<file path="src/rtl/regfile_pkg.sv">
// Shared register-file types and constants for the writeback path.
package regfile_pkg;
  localparam int XLEN     = 64;
  localparam int REG_AW   = 5;
  localparam int NUM_REGS = 32;

  typedef logic [REG_AW-1:0] reg_addr_t;
  typedef logic [XLEN-1:0]   xdata_t;

  localparam reg_addr_t REG_ZERO = '0;
endpackage

</file>
<file path="src/rtl/regfile_wb_arbiter_rr.sv">
// rr_arbiter: combinational N-way arbiter producing a one-hot grant and the
// binary winner index. Round-robin searches from ptr+1 with wrap-around.
// When WBARB_FIXED_PRIO_EN is defined it becomes a fixed-priority arbiter
// (lowest index wins) and the ptr port disappears.
module rr_arbiter #(
  parameter int N  = 3,
  parameter int PW = (N > 1) ? $clog2(N) : 1
) (
  input  logic [N-1:0]  req,
`ifndef WBARB_FIXED_PRIO_EN
  input  logic [PW-1:0] ptr,
`endif
  output logic [N-1:0]  gnt,
  output logic [PW-1:0] win
);
  logic found;

  // First valid request in search order wins; gnt stays zero when idle.
  always_comb begin
    gnt   = '0;
    win   = '0;
    found = 1'b0;
`ifdef WBARB_FIXED_PRIO_EN
    for (int k = 0; k < N; k++) begin
      if (!found && req[k]) begin
        found  = 1'b1;
        win    = PW'(k);
        gnt[k] = 1'b1;
      end
    end
`else
    for (int k = 1; k <= N; k++) begin
      if (!found && req[(int'(ptr) + k) % N]) begin
        found                       = 1'b1;
        win                         = PW'((int'(ptr) + k) % N);
        gnt[(int'(ptr) + k) % N]    = 1'b1;
      end
    end
`endif
  end
endmodule

</file>
<file path="src/rtl/regfile_wb_arbiter.sv">
// regfile_wb_arbiter: shares the register-file write port among NUM_REQ
// writeback sources. One winner per cycle is registered onto rf_we/rf_rd/rf_wd;
// writes to x0 are granted but dropped. Also tracks a busy scoreboard of
// destination registers with writes in flight.
// Build option: WBARB_FIXED_PRIO_EN selects fixed priority (index 0 highest)
// instead of the default round-robin.
module regfile_wb_arbiter #(
  parameter int NUM_REQ = 3,
  parameter int XLEN    = regfile_pkg::XLEN,
  parameter int REG_AW  = regfile_pkg::REG_AW
) (
  input  logic                      clk,
  input  logic                      rst_n,
  input  logic [NUM_REQ-1:0]        req_valid,
  input  logic [NUM_REQ*REG_AW-1:0] req_rd,
  input  logic [NUM_REQ*XLEN-1:0]   req_wd,
  output logic [NUM_REQ-1:0]        req_ready,
  input  logic                      iss_valid,
  input  logic [REG_AW-1:0]         iss_rd,
  output logic                      rf_we,
  output logic [REG_AW-1:0]         rf_rd,
  output logic [XLEN-1:0]           rf_wd,
  output logic [31:0]               busy
);
  import regfile_pkg::*;

  localparam int PW = $clog2(NUM_REQ);

  // Flattened buses viewed as per-requester lanes (same bit layout).
  logic [NUM_REQ-1:0][REG_AW-1:0] rd_arr;
  logic [NUM_REQ-1:0][XLEN-1:0]   wd_arr;
  assign rd_arr = req_rd;
  assign wd_arr = req_wd;

  logic [PW-1:0]       win;
  logic                hs;
  logic [NUM_REGS-1:0] busy_nxt;

  // Any valid request is always granted, so a handshake happens whenever
  // something is valid.
  assign hs = |req_valid;

`ifdef WBARB_FIXED_PRIO_EN
  rr_arbiter #(.N(NUM_REQ), .PW(PW)) u_arb (
    .req (req_valid),
    .gnt (req_ready),
    .win (win)
  );
`else
  logic [PW-1:0] ptr;

  rr_arbiter #(.N(NUM_REQ), .PW(PW)) u_arb (
    .req (req_valid),
    .ptr (ptr),
    .gnt (req_ready),
    .win (win)
  );

  // Round-robin pointer remembers the last winner; reset value makes
  // requester 0 the first in line.
  always_ff @(posedge clk or negedge rst_n) begin
    if (!rst_n)  ptr <= PW'(NUM_REQ - 1);
    else if (hs) ptr <= win;
  end
`endif

  // Register the winner onto the write port; x0 targets never assert rf_we.
  always_ff @(posedge clk or negedge rst_n) begin
    if (!rst_n) begin
      rf_we <= 1'b0;
      rf_rd <= '0;
      rf_wd <= '0;
    end else if (hs) begin
      rf_we <= (rd_arr[win] != '0);
      rf_rd <= rd_arr[win];
      rf_wd <= wd_arr[win];
    end else begin
      rf_we <= 1'b0;
    end
  end

  // Scoreboard update: clear on the RF write edge, then set from issue so a
  // newer producer of the same register keeps it busy. x0 is never busy.
  always_comb begin
    busy_nxt = busy;
    if (rf_we) busy_nxt[rf_rd] = 1'b0;
    if (iss_valid && iss_rd != '0) busy_nxt[iss_rd] = 1'b1;
    busy_nxt[0] = 1'b0;
  end

  // Scoreboard register.
  always_ff @(posedge clk or negedge rst_n) begin
    if (!rst_n) busy <= '0;
    else        busy <= busy_nxt;
  end
endmodule

</file>
<file path="config.mk">
export PLATFORM = sky130hd
export DESIGN_NAME = regfile_wb_arbiter
export DESIGN_NICKNAME = d
export VERILOG_FILES = /design/src/rtl/regfile_pkg.sv /design/src/rtl/regfile_wb_arbiter_rr.sv /design/src/rtl/regfile_wb_arbiter.sv
export SDC_FILE = /design/constraint.sdc
export NUM_CORES = 1
export LEC_CHECK = 0
export ABC_CLOCK_PERIOD_IN_PS = 2600
export CAP_MARGIN = 5
export CORE_AREA = 2 2 124 126
export CTS_BUF_LIST = sky130_fd_sc_hd__clkbuf_4 sky130_fd_sc_hd__clkbuf_8
export CTS_CLUSTER_DIAMETER = 50
export DETAILED_ROUTE_END_ITERATION = 7
export DIE_AREA = 0 0 126 128
export DONT_BUFFER_PORTS = 1
export PLACE_DENSITY = 0.53
export RECOVER_POWER = 50
export REMOVE_ABC_BUFFERS = 1
export SLEW_MARGIN = 20
export SYNTH_ARGS = -nofsm -noshare
export SYNTH_HDL_FRONTEND = slang
export SYNTH_HIERARCHICAL = 1
export SYNTH_SLANG_ARGS = --single-unit
</file>
<file path="constraint.sdc">
create_clock -name clk -period 2.6 [get_ports clk]
set_input_delay 0.26 -clock clk [delete_from_list [all_inputs] [get_ports clk]]
set_output_delay 0.26 -clock clk [all_outputs]
set_load 0.02 [all_outputs]
</file>
==> impl_metrics.env <==
export IMPL_status="finished, violations left"
export IMPL_violations="negative hold slack, negative setup slack"
export IMPL_cts_max_path_buffers=2
export IMPL_synth_largest_area_cell="dfrtp_1"
export IMPL_row_count=45
export IMPL_cts_root_buf="clkbuf_8"
export IMPL_grt_pass1_vias=4615
export IMPL_netlist_area_sq_mm=0.00562
export IMPL_die_height_um=128
export IMPL_area_growth_pct=21.6
export IMPL_required_ns=2.84
export IMPL_worst_slew_pin_slew_ns=0.539
export IMPL_numClockSinks=103
export IMPL_grt_pass1_wl_um=25300
export IMPL_vdd_drop_max_mv=0.551
export IMPL_coreArea_sq_mm=0.0149
export IMPL_fillers=1419
export IMPL_clkTransAtPathRegs_ns=0.10
export IMPL_switching_share_pct=46.3
export IMPL_clk_latency_ns=0.36
export IMPL_period_share_pct=102
export IMPL_setup_slack_ns=-0.0537
export IMPL_tritoncts="done"
export IMPL_power_report_internal_total_mw=5.75
export IMPL_numCtsBuffers=9
export IMPL_combPwrFrac_pct=50.3
export IMPL_ys_warn_count=6
export IMPL_drt_iter0_drc=215
export IMPL_drt_pass1_iterations=5
export IMPL_hp_class="input port to asynchronous set/reset pin"
export IMPL_drv_slew=0
export IMPL_crit_slowest_cell="dfstp_2"
export IMPL_fin_hold_ws_ns=-0.420
export IMPL_placed_area_sq_mm=0.00584
export IMPL_regToRegStartpoint="ptr[1]$_DFFE_PN1P_"
export IMPL_max_clock_freq_mhz=377
export IMPL_io_pins=323
export IMPL_max_stage_delay_ns=0.62
export IMPL_synth_top_area_share_pct=45.4
export IMPL_multiInputGateArea_sq_mm=0.00297
export IMPL_drc_errors=0
export IMPL_grt_ovfl_total=0
export IMPL_diodes=0
export IMPL_regArea_sq_mm=0.00258
export IMPL_gp_congestion=0.827
export IMPL_fin_crit_ns=2.65
export IMPL_reg2reg_depth=14
export IMPL_crit_fanout=5
export IMPL_design_area_sq_mm=0.00683
export IMPL_cellLeakagePower_nw=2.78
export IMPL_viasPerCell=5.70
export IMPL_grt_util_all_layers_pct=20.0
export IMPL_critPathMostFrequentCell="buf_6"
export IMPL_fin_skew_ns=0.00969
export IMPL_ys_types=40
export IMPL_ys_seq_area_share_pct=45.9
export IMPL_die_area_sq_mm=0.0161
export IMPL_final_cell_mix="137 x nor2_1, 115 x a21oi_1, 102 x dfrtp_1"
export IMPL_critPathLaunch="ptr[1]$_DFFE_PN1P_"
export IMPL_path_class="flop to flop"
export IMPL_critical_path_depth=14
export IMPL_cts_max_level=3
export IMPL_preCtsSetupSlack_ns=-0.183
export IMPL_nets=874
export IMPL_worst_ep_arrival_time_ns=2.89
export IMPL_antenna_found_initial=0
export IMPL_netlist_instances=622
export IMPL_worstPathCellList="inv_2, ha_4, buf_6, nor2b_1, nand2_1, o221ai_2, buf_4, o22ai_4, nor2b_4, buf_12, buf_6, o2bb2ai_4, a2111oi_4, a31oi_1"
export IMPL_io_buffers=0
export IMPL_grt_start_max_net_pins=109
export IMPL_finalWirelength_um=18200
export IMPL_postSynthAreaPerCell_sq_um=9.03
export IMPL_initial_core_util_pct=37.8
export IMPL_layout_commonest_cell="nor2_1"
export IMPL_setup_viol=3
export IMPL_cap_violations=0
export IMPL_synth_area_leaders="dfrtp_1 45%, mux2i_1 13%, a21oi_1 12%"
export IMPL_routedWlPerCell_um=21.6
export IMPL_endpoint_kind="flop"
export IMPL_clkPwrFrac_pct=10.4
export IMPL_finalHoldViolCount=103
export IMPL_vias=4803
export IMPL_relSlewSlack_pct=64.1
export IMPL_crit_family="compound AO/OA/AOI/OAI gates"
export IMPL_startpoint_type="flop"
export IMPL_worst_path_buf_inv=5
export IMPL_ant_nets=0
export IMPL_synth_seq_cells=103
export IMPL_pwr_share_seq_pct=39.3
export IMPL_p_sw_mw=4.96
export IMPL_dieWidth_um=126
export IMPL_rsz0062_at_grt="true"
export IMPL_dpl_hpwl_um=12300
export IMPL_drive_gt1_share_pct=19.1
export IMPL_p_per_area_mw_per_mm2=1570
export IMPL_finalCoreUtilization_pct=46.0
[through the flow]
stage / TNS [ns] / total power, mW / hold WS, ns / std cells
2_1_floorplan: -623.67 / 6.74 / -0.0356 / 580
3_3_place_gp: -0.748 / 8.00 / -0.0318 / 792
3_5_place_dp: -3.88 / 8.11 / -0.0323 / 792
4_1_cts: -0.0113 / 9.52 / -0.453 / 815
5_1_grt: -4.64 / 11.4 / -0.461 / 843
6_report: -0.0636 / 10.7 / -0.420 / 843
[area by class of cell]
class,instances,share of cell area (%)
Inverter,6,0.330
Tap cell,188,3.44
Clock buffer,11,2.22
Clock inverter,3,0.989
Timing Repair Buffer,61,11.8
Multi-Input combinational cell,471,43.5
Sequential cell,103,37.7
[final timing paths]
kind                                         endpoint  slack [ns]
worst max-delay path                  rf_we$_DFF_PN0_       -0.05
worst min-delay path               busy[31]$_DFF_PN0_       -0.42
worst max register to register        rf_we$_DFF_PN0_       -0.05
worst min register to register     ptr[1]$_DFFE_PN1P_        0.52
max in group asynchronous          ptr[1]$_DFFE_PN1P_        2.71
min in group clk                rf_wd[58]$_DFFE_PN0P_        0.07
[per-layer routing]
| metal | vias up | track usage, % | part of all wire [%] | wire length (um) |
|---|---|---|---|---|
| met4 | 0 | 7.11 | 2.2 | 393 |
| li1 | 2226 | - | - | - |
| met2 | 248 | 34.9 | 52 | 9380 |
| met3 | 30 | 6.05 | 7.7 | 1400 |
| met5 | - | 0 | 0 | 0 |
| met1 | 2299 | 23.5 | 39 | 7030 |
[logic make-up after synthesis]
kind of cell	synth area share (%)
compound gates	20.2
flops	45.9
mux	13.6
simple gates	13.5
fa+ha+maj	0.891
other cells	0.0668
buf+inv	5.86
[power groups by stage]
| stage | logic [mW] | clock network (mW) | registers [mW] |
|---|---|---|---|
| detailed placement | 3.86 | 0 | 4.24 |
| finish | 5.38 | 1.12 | 4.21 |
| global route | 5.87 | 1.21 | 4.29 |
| global placement | 3.77 | 0 | 4.23 |
| floorplan | 2.85 | 0 | 3.89 |
| CTS | 4.15 | 1.16 | 4.22 |
[synth_stat cells]
cell type	n
nor2b_1	1
nor2_1	137
nor3_1	1
mux2_2	2
buf_2	16
conb_1	1
o21ai_1	9
a31oi_1	1
a21boi_1	1
dfstp_2	1
nand3b_1	11
a211o_2	1
a21oi_1	136
o22ai_1	3
buf_8	1
mux2i_1	72
nand2b_1	1
o2bb2ai_2	1
dfrtp_1	102
o21ai_0	56
o21a_1	1
o2bb2ai_1	1
buf_4	5
nor2b_4	1
buf_6	11
o221ai_2	1
ha_1	4
inv_1	6
or3_4	1
a22oi_1	1
nand2_1	11
a2111oi_2	1
or3b_2	1
mux2_1	2
o31ai_1	2
nand3_1	4
buf_12	1
or3b_1	4
or3_1	2
clkbuf_1	8
[sequential cells by signal, indices dropped and copies added, names as in the netlist]
signal,count
ptr,2
busy,31
rf_wd,64
rf_we,1
rf_rd,5
[repair_timing]
| item | in CTS | in global routing |
|---|---|---|
| resized for setup | 10 | 51 |
| pin swaps | 5 | 24 |
| endpoints found under the setup margin | 62 | 70 |
| buffers inserted | 8 | 19 |
| endpoints found under the hold margin | 103 | 103 |
| cloned | 1 | 9 |
Note: power is estimated with default switching activity, not from simulation.
